`src/rtl/uart_bus_arbiter.sv`:
```
// Round-robin arbiter that lets several bus masters share the UART register port.
// It runs one transaction at a time and uses a WAIT-state timeout to recover from a hung slave.
module uart_bus_arbiter #(
  parameter int NUM_MASTERS    = 4,
  parameter int ADDR_WIDTH     = 32,
  parameter int DATA_WIDTH     = 32,
  parameter int TIMEOUT_CYCLES = 255
) (
  input  logic                              clk,
  input  logic                              rst,
  input  logic [NUM_MASTERS-1:0]            i_req,
  input  logic [NUM_MASTERS-1:0]            i_rnw,
  input  logic [NUM_MASTERS*ADDR_WIDTH-1:0] i_addr,
  input  logic [NUM_MASTERS*DATA_WIDTH-1:0] i_wdata,
  output logic [NUM_MASTERS-1:0]            o_gnt,
  output logic [NUM_MASTERS-1:0]            o_done,
  output logic                              o_err,
  output logic [DATA_WIDTH-1:0]             o_rdata,
  output logic                              o_bus_en,
  output logic                              o_bus_rnw,
  output logic [ADDR_WIDTH-1:0]             o_bus_addr,
  output logic [DATA_WIDTH-1:0]             o_bus_wdata,
  input  logic                              i_bus_rdy,
  input  logic [DATA_WIDTH-1:0]             i_bus_rdata
);

  localparam int IW = (NUM_MASTERS > 1) ? $clog2(NUM_MASTERS) : 1;
  localparam int CW = $clog2(TIMEOUT_CYCLES + 1);

  typedef enum logic [1:0] {S_IDLE, S_ISSUE, S_WAIT, S_RESP} state_t;

  state_t                r_state;
  state_t                w_next;
  logic [IW-1:0]         r_ptr;
  logic [IW-1:0]         r_idx;
  logic                  r_rnw;
  logic [ADDR_WIDTH-1:0] r_addr;
  logic [DATA_WIDTH-1:0] r_wdata;
  logic [DATA_WIDTH-1:0] r_rdata;
  logic                  r_err;
  logic [CW-1:0]         r_cnt;

  logic                  w_found;
  logic [IW-1:0]         w_pick;
  logic                  w_timeout;

  // Scan from the master after the last winner, so the last winner has the lowest priority.
  always_comb begin : arb_scan
    int j;
    w_found = 1'b0;
    w_pick  = '0;
    j       = 0;
    for (int k = 1; k <= NUM_MASTERS; k++) begin
      j = int'(r_ptr) + k;
      if (j >= NUM_MASTERS) j = j - NUM_MASTERS;
      if (!w_found && i_req[j]) begin
        w_found = 1'b1;
        w_pick  = IW'(j);
      end
    end
  end

  assign w_timeout = (r_cnt == CW'(TIMEOUT_CYCLES - 1));

  always_ff @(posedge clk) begin
    if (rst) begin
      r_state <= S_IDLE;
      r_ptr   <= IW'(NUM_MASTERS - 1);
      r_cnt   <= '0;
      r_err   <= 1'b0;
    end else begin
      r_state <= w_next;
      case (r_state)
        S_ISSUE: r_cnt <= '0;
        S_WAIT: begin
          if (i_bus_rdy) begin
            r_err <= 1'b0;
          end else begin
            r_cnt <= r_cnt + 1'b1;
            if (w_timeout) r_err <= 1'b1;
          end
        end
        S_RESP:  r_ptr <= r_idx;
        default: ;
      endcase
    end
  end

  // Transaction payload; the outputs are gated by state, so these registers need no reset.
  always_ff @(posedge clk) begin
    if (r_state == S_IDLE && w_found) begin
      r_idx   <= w_pick;
      r_rnw   <= i_rnw[w_pick];
      r_addr  <= i_addr[w_pick*ADDR_WIDTH +: ADDR_WIDTH];
      r_wdata <= i_wdata[w_pick*DATA_WIDTH +: DATA_WIDTH];
    end
    if (r_state == S_WAIT) begin
      if (i_bus_rdy)      r_rdata <= r_rnw ? i_bus_rdata : '0;
      else if (w_timeout) r_rdata <= '0;
    end
  end

  always_comb begin
    w_next      = r_state;
    o_gnt       = '0;
    o_done      = '0;
    o_err       = 1'b0;
    o_rdata     = '0;
    o_bus_en    = 1'b0;
    o_bus_rnw   = 1'b0;
    o_bus_addr  = '0;
    o_bus_wdata = '0;
    if (r_state != S_IDLE) begin
      o_gnt       = NUM_MASTERS'(1) << r_idx;
      o_bus_rnw   = r_rnw;
      o_bus_addr  = r_addr;
      o_bus_wdata = r_wdata;
    end
    case (r_state)
      S_IDLE:  if (w_found) w_next = S_ISSUE;
      S_ISSUE: begin
        o_bus_en = 1'b1;
        w_next   = S_WAIT;
      end
      S_WAIT:  if (i_bus_rdy || w_timeout) w_next = S_RESP;
      S_RESP: begin
        o_done  = NUM_MASTERS'(1) << r_idx;
        o_err   = r_err;
        o_rdata = r_rdata;
        w_next  = S_IDLE;
      end
      default: w_next = S_IDLE;
    endcase
  end

endmodule

```
`config.mk`:
```
export PLATFORM = sky130hd
export DESIGN_NAME = uart_bus_arbiter
export DESIGN_NICKNAME = d
export VERILOG_FILES = /design/src/rtl/uart_bus_arbiter.sv
export SDC_FILE = /design/constraint.sdc
export NUM_CORES = 1
export LEC_CHECK = 0
export CAP_MARGIN = 0
export CORE_AREA = 3 3 157 159
export DETAILED_ROUTE_END_ITERATION = 16
export DIE_AREA = 0 0 160 162
export PLACE_DENSITY = 0.65
export SLEW_MARGIN = 20
export SYNTH_ARGS = -nofsm -noshare
export SYNTH_HDL_FRONTEND = slang
export SYNTH_SLANG_ARGS = --single-unit
```
`constraint.sdc`:
```
create_clock -name clk -period 7.06 [get_ports clk]
set_input_delay 1.765 -clock clk [delete_from_list [all_inputs] [get_ports clk]]
set_output_delay 1.765 -clock clk [all_outputs]
set_load 0.02 [all_outputs]
```
==> summary.txt, run 1 <==
HPWL after detailed placement -> 17,000 µm
First-pass GRT wire length -> 33,000 µm
VDD IR max -> 0.268 mV
Total GRT Usage -> 0.164
Synth area leaders -> edfxtp_1, mux2i_1, nor2b_1
GP Congestion -> 0.790
Clk_lat worst skew -> 0.35 ns
Hold_buf cts -> 0
Vias in the first global route -> 5,820
Final TNS setup -> 0 ns
# H-tree levels -> 3
GR peak layer -> met2
Gate Count Post-Synth -> 566
Total I/O pin count -> 406
RSZ-0062 raised after global routing -> no
Die area -> 25,900 µm²
Root buffer cell -> clkbuf_16
Placed cells -> 1,254
Crit Path Max Fanout -> 72
Filler cell count -> 2,211
TritonCTS clock tree -> done
Mean routed wirelength per cell -> 17.7 µm
Synthesized Nets -> 871
Maximum clock rate -> 0.242 GHz
Synth top area share -> 0.438
Commonest cells post-synth -> mux2i_1, edfxtp_1, nor2b_1, and2_1, and3_1
Fin nets -> 1,251
Yosys top cell by area -> edfxtp_1
Crit-path slowest cell -> ha_4
Comb power frac -> 0.534
Reg-to-Reg Start -> r_state[0]
Final std cell area, no fill -> 11,400 µm²
Slew Viols, Final -> 0
Area growth syn-to-layout -> 67.6%
Headroom to the max-slew limit -> 0.356
Status -> finished, final reports clean
Via Count -> 5,694
Final hold slack -> 0.511 ns
Port bufs -> 405
Startpoint types -> flop
Worst setup path class -> reg2out
CTS Buf Count -> 9
Grt met2 use -> 0.301
Fin. Hold Viols -> 0
Switching power -> 0.00131 W
Post-CTS Setup Bufs -> 0
Async set-reset flop share out of synthesis -> 0
Worst-Margin Slew -> 0.966 ns
Grt total ovfl -> 0
Via/cell ratio -> 4.48
Req. time, crit path -> 5.30 ns
Synthesized area -> 6790 µm²
CTS resizes -> 0
Core area -> 23,400 µm²
Pwr/cell area -> 305 nW/µm²
Cell Int Power -> 0.00217 W
Grt met3 use -> 0.0485
First-pass DRT Iterations -> 4
Register area share after synthesis -> 0.476
Fin crit share -> 0.585
Largest net degree at the start of global routing -> 73
Minimum clock period -> 4.13 ns
Inserted Diodes -> 0
Die width -> 160 µm
Post-synth EDFFs -> 99
Mean Syn Cell Area -> 12.0 µm²
Seq pwr share -> 0.315
Switching Share -> 0.376
Clock-pin slew on the worst setup and hold paths -> 0.07 ns
Most frequent cell after synthesis -> mux2i_1
Setup violators final -> 0
CP Capture Type -> output pin
Min-delay src -> r_cnt[5]
Routed Antenna Nets -> 0
Max Cap Viol -> 0
Die Y -> 162 µm
Clk_skew -> 0.00855 ns
Drc violations -> 0
Leakage -> 4.20 nW
WL final -> 22,400 µm
Clock power share -> 0.151
GR Layer Usage met1 -> 0.185
Worst setup path startpoint -> r_state[0]
Initial antenna violation count -> 0
Total Power -> 0.00348 W
Hold Crit Class -> reg2reg
Rows -> 56
Initial core utilization -> 0.290
Synth Register Bits -> 112
Placed Instance Area -> 11,100 µm²
Total clock sinks -> 112
Critical path cell sequence -> inv_1 > ha_4 > nor2b_1 > clkdlybuf4s50_1
Worst path max stage delay -> 0.74 ns
Starting DRT DRC Count -> 239
Top FF cell, synth -> edfxtp_1
Yosys warnings -> 0
Max clock buf depth -> 2
Non-filler cells, final -> 1,270
Layout cell share with drive strength beyond 1 -> 0.0284
Worst Path Arrival -> 2.36 ns
Cell variety after synth -> 32
## per-stage QoR
| step | util | worst slack (ns) |
|---|---|---|
| after floorplan | - | 1.55 |
| final | 0.487 | 2.93 |
| after detailed placement | 0.474 | 2.58 |
| after global placement | 0.474 | 2.59 |
| after CTS | 0.487 | 2.57 |
| after global routing | 0.487 | 2.72 |
## cell usage in the layout, fill, tap and decap left out, types with 2 or more instances in the layout
master and count:
dfxtp_1 13, xor2_1 4, clkbuf_1 2, o21ai_0 4, edfxtp_1 99, inv_1 5
a21oi_1 8, o2111ai_1 3, nand2b_1 4, clkdlybuf4s50_1 405, nand2_1 4, and4_1 2
and3_1 34, o21ai_1 2, and2_1 34, nor2b_1 71, nor3b_1 3, ha_1 4
clkbuf_16 10, a211oi_1 2, buf_4 7, o211ai_1 2, nor3_1 3, nor2_1 15
mux2i_1 196
## cell type report
type	count	area, µm²	area share
multi-input cells	405	3320	0.291
repair buffers	413	4130	0.362
well taps	319	399	0.0350
inverters	5	18.8	0.00165
clock inverters	3	23.8	0.00209
clock buffers	13	272	0.0238
flip-flops and latches	112	3230	0.284
## power by group through the flow
stage,Sequential [W],Clock [W],Combinational (W)
2_1_floorplan,0.00111,0,0.00103
5_1_grt,0.00112,0.000568,0.00198
6_report,0.00109,0.000525,0.00186
4_1_cts,0.00110,0.000547,0.00190
3_5_place_dp,0.00111,0,0.00189
3_3_place_gp,0.00110,0,0.00189
## cell families after synthesis
family / Yosys count / share of synthesized area
AO/OA/AOI/OAI: 25 / 0.0238
XOR/XNOR: 4 / 0.00516
adder cells (fa/ha/maj): 6 / 0.0110
buffers and inverters: 49 / 0.0413
flip-flops: 112 / 0.476
multiplexers: 196 / 0.289
AND/OR/NAND/NOR: 174 / 0.154
## path summary, 6_finish.rpt
check	slack [ns]	endpoint	cells past startpoint
max	2.93	o_bus_wdata[26]	4
min	0.51	r_cnt[5]	2
max reg2reg	4.38	r_wdata[4]	4
min reg2reg	0.51	r_cnt[5]	2
## routing by layer
layer | part of all wire | wire length, µm
met1 | 0.39 | 8700
met2 | 0.51 | 11500
met3 | 0.080 | 1790
met4 | 0.019 | 433
met5 | 0 | 0
## worst max-delay path: cells and delay by family, from the launching register on
family / cells / cell delay [ns]
flip-flops: 1 / 0.33
adder cells (fa/ha/maj): 1 / 0.74
buffers and inverters: 2 / 0.74
AND/OR/NAND/NOR: 1 / 0.16
## registers in the layout, indices dropped and copies added (netlist names)
name / cells
r_addr: 32
r_cnt: 8
r_err: 1
r_idx: 2
r_ptr: 2
r_rdata: 32
r_rnw: 1
r_state: 2
r_wdata: 32
Power figures use the tool's default switching activity.
==> run 2: changes to the inputs <==
clock period = 3.6 ns   (was 7.06 ns; I/O delays follow)
==> summary.txt, run 2 (same netlist as run 1, synthesis figures left out) <==
Reg2reg setup slack -> 1.58 ns
Max Cap Viol -> 0
Via/cell ratio -> 4.48
Clock-pin slew on the worst setup and hold paths -> 0.08 ns
First-pass DRT Iterations -> 4
Fin nets -> 1,260
Startpoint types -> flop
Comb power frac -> 0.537
Inserted Diodes -> 0
Total GRT Usage -> 0.168
Fin crit share -> 0.872
WL final -> 22,700 µm
Total I/O pin count -> 406
Fin. Hold Viols -> 0
Starting DRT DRC Count -> 255
CTS Buf Count -> 9
Minimum clock period -> 3.14 ns
Final hold slack -> 0.500 ns
CP Capture Type -> output pin
Final std cell area, no fill -> 11,500 µm²
Leakage -> 4.28 nW
Grt total ovfl -> 0
Area growth syn-to-layout -> 69.8%
Placed cells -> 1,263
Layout cell share with drive strength beyond 1 -> 0.0385
Post-CTS Setup Bufs -> 0
CTS resizes -> 0
Hold Crit Class -> reg2reg
Die area -> 25,900 µm²
Worst-Margin Slew -> 0.526 ns
TritonCTS clock tree -> done
Clk_lat worst skew -> 0.35 ns
Switching power -> 0.00261 W
First-pass GRT wire length -> 33,600 µm
Clock power share -> 0.154
Via Count -> 5,730
Core area -> 23,400 µm²
Final TNS setup -> 0 ns
HPWL after detailed placement -> 18,100 µm
Vias in the first global route -> 5,764
Worst Path Arrival -> 2.24 ns
Crit Path Max Fanout -> 45
Most frequent cells in the layout -> clkdlybuf4s50_1, mux2i_1, edfxtp_1, nor2b_1
Top flop regs -> r_addr (32), r_rdata (32), r_wdata (32)
Clk_skew -> 0.00963 ns
Pwr/cell area -> 603 nW/µm²
RSZ-0062 raised after global routing -> no
Setup violators final -> 0
Most common cell after layout, fill and taps aside -> clkdlybuf4s50_1
Hold_buf cts -> 0
Status -> finished, final reports clean
Drc violations -> 0
VDD IR max -> 0.416 mV
Placed Instance Area -> 11,200 µm²
Switching Share -> 0.375
Slew Viols, Final -> 0
Initial core utilization -> 0.290
Non-filler cells, final -> 1,279
Req. time, crit path -> 2.70 ns
Maximum clock rate -> 0.319 GHz
Root buffer cell -> clkbuf_16
Die width -> 160 µm
# H-tree levels -> 3
Worst setup path class -> reg2out
Total clock sinks -> 112
Die Y -> 162 µm
Rows -> 56
Max clock buf depth -> 2
Headroom to the max-slew limit -> 0.649
Seq pwr share -> 0.309
Mean routed wirelength per cell -> 17.8 µm
Port bufs -> 405
GP Congestion -> 0.810
Cell Int Power -> 0.00435 W
Initial antenna violation count -> 0
Largest net degree at the start of global routing -> 68
Routed Antenna Nets -> 0
[run 2: area by class of cell]
type,count,area (µm²)
clock buffers,9,225
clock inverters,7,91.3
well taps,319,399
inverters,5,18.8
fillers,2182,11900
flip-flops and latches,112,3230
repair buffers,422,4260
multi-input cells,405,3310
[run 2: path summary, 6_finish.rpt]
check | from | end | cells after the start
setup / recovery | r_state[0] | o_gnt[2] | 5
hold / removal | r_cnt[5] | r_cnt[5] | 2
setup reg to reg | r_ptr[0] | r_wdata[26] | 5
hold reg to reg | r_cnt[5] | r_cnt[5] | 2
[run 2: power by group through the flow]
stage | Sequential [W] | Clock [W] | Combinational, W
finish | 0.00215 | 0.00107 | 0.00374
global route | 0.00220 | 0.00115 | 0.00400
CTS | 0.00215 | 0.00111 | 0.00383
detailed placement | 0.00218 | 0 | 0.00381
global placement | 0.00217 | 0 | 0.00380
floorplan | 0.00214 | 0 | 0.00203
[run 2: per-stage QoR]
step	worst slack, ns	util	total power [W]
after floorplan	0.214	-	0.00417
after global placement	0.462	0.479	0.00598
after detailed placement	0.394	0.479	0.00600
after CTS	0.376	0.493	0.00709
after global routing	0.263	0.493	0.00735
final	0.461	0.493	0.00696
[run 2: routing by layer]
| metal | part of all wire | GRT usage |
|---|---|---|
| met3 | 0.084 | 0.0576 |
| met5 | 0 | 0 |
| met2 | 0.51 | 0.304 |
| met4 | 0.017 | 0.0406 |
| met1 | 0.38 | 0.189 |
[run 2: critical path: stages, from the launching register on]
cell,delay (ns)
dfxtp_1,0.37
inv_1,0.11
ha_4,0.29
buf_12,0.23
nor3b_1,0.22
clkdlybuf4s50_1,0.67
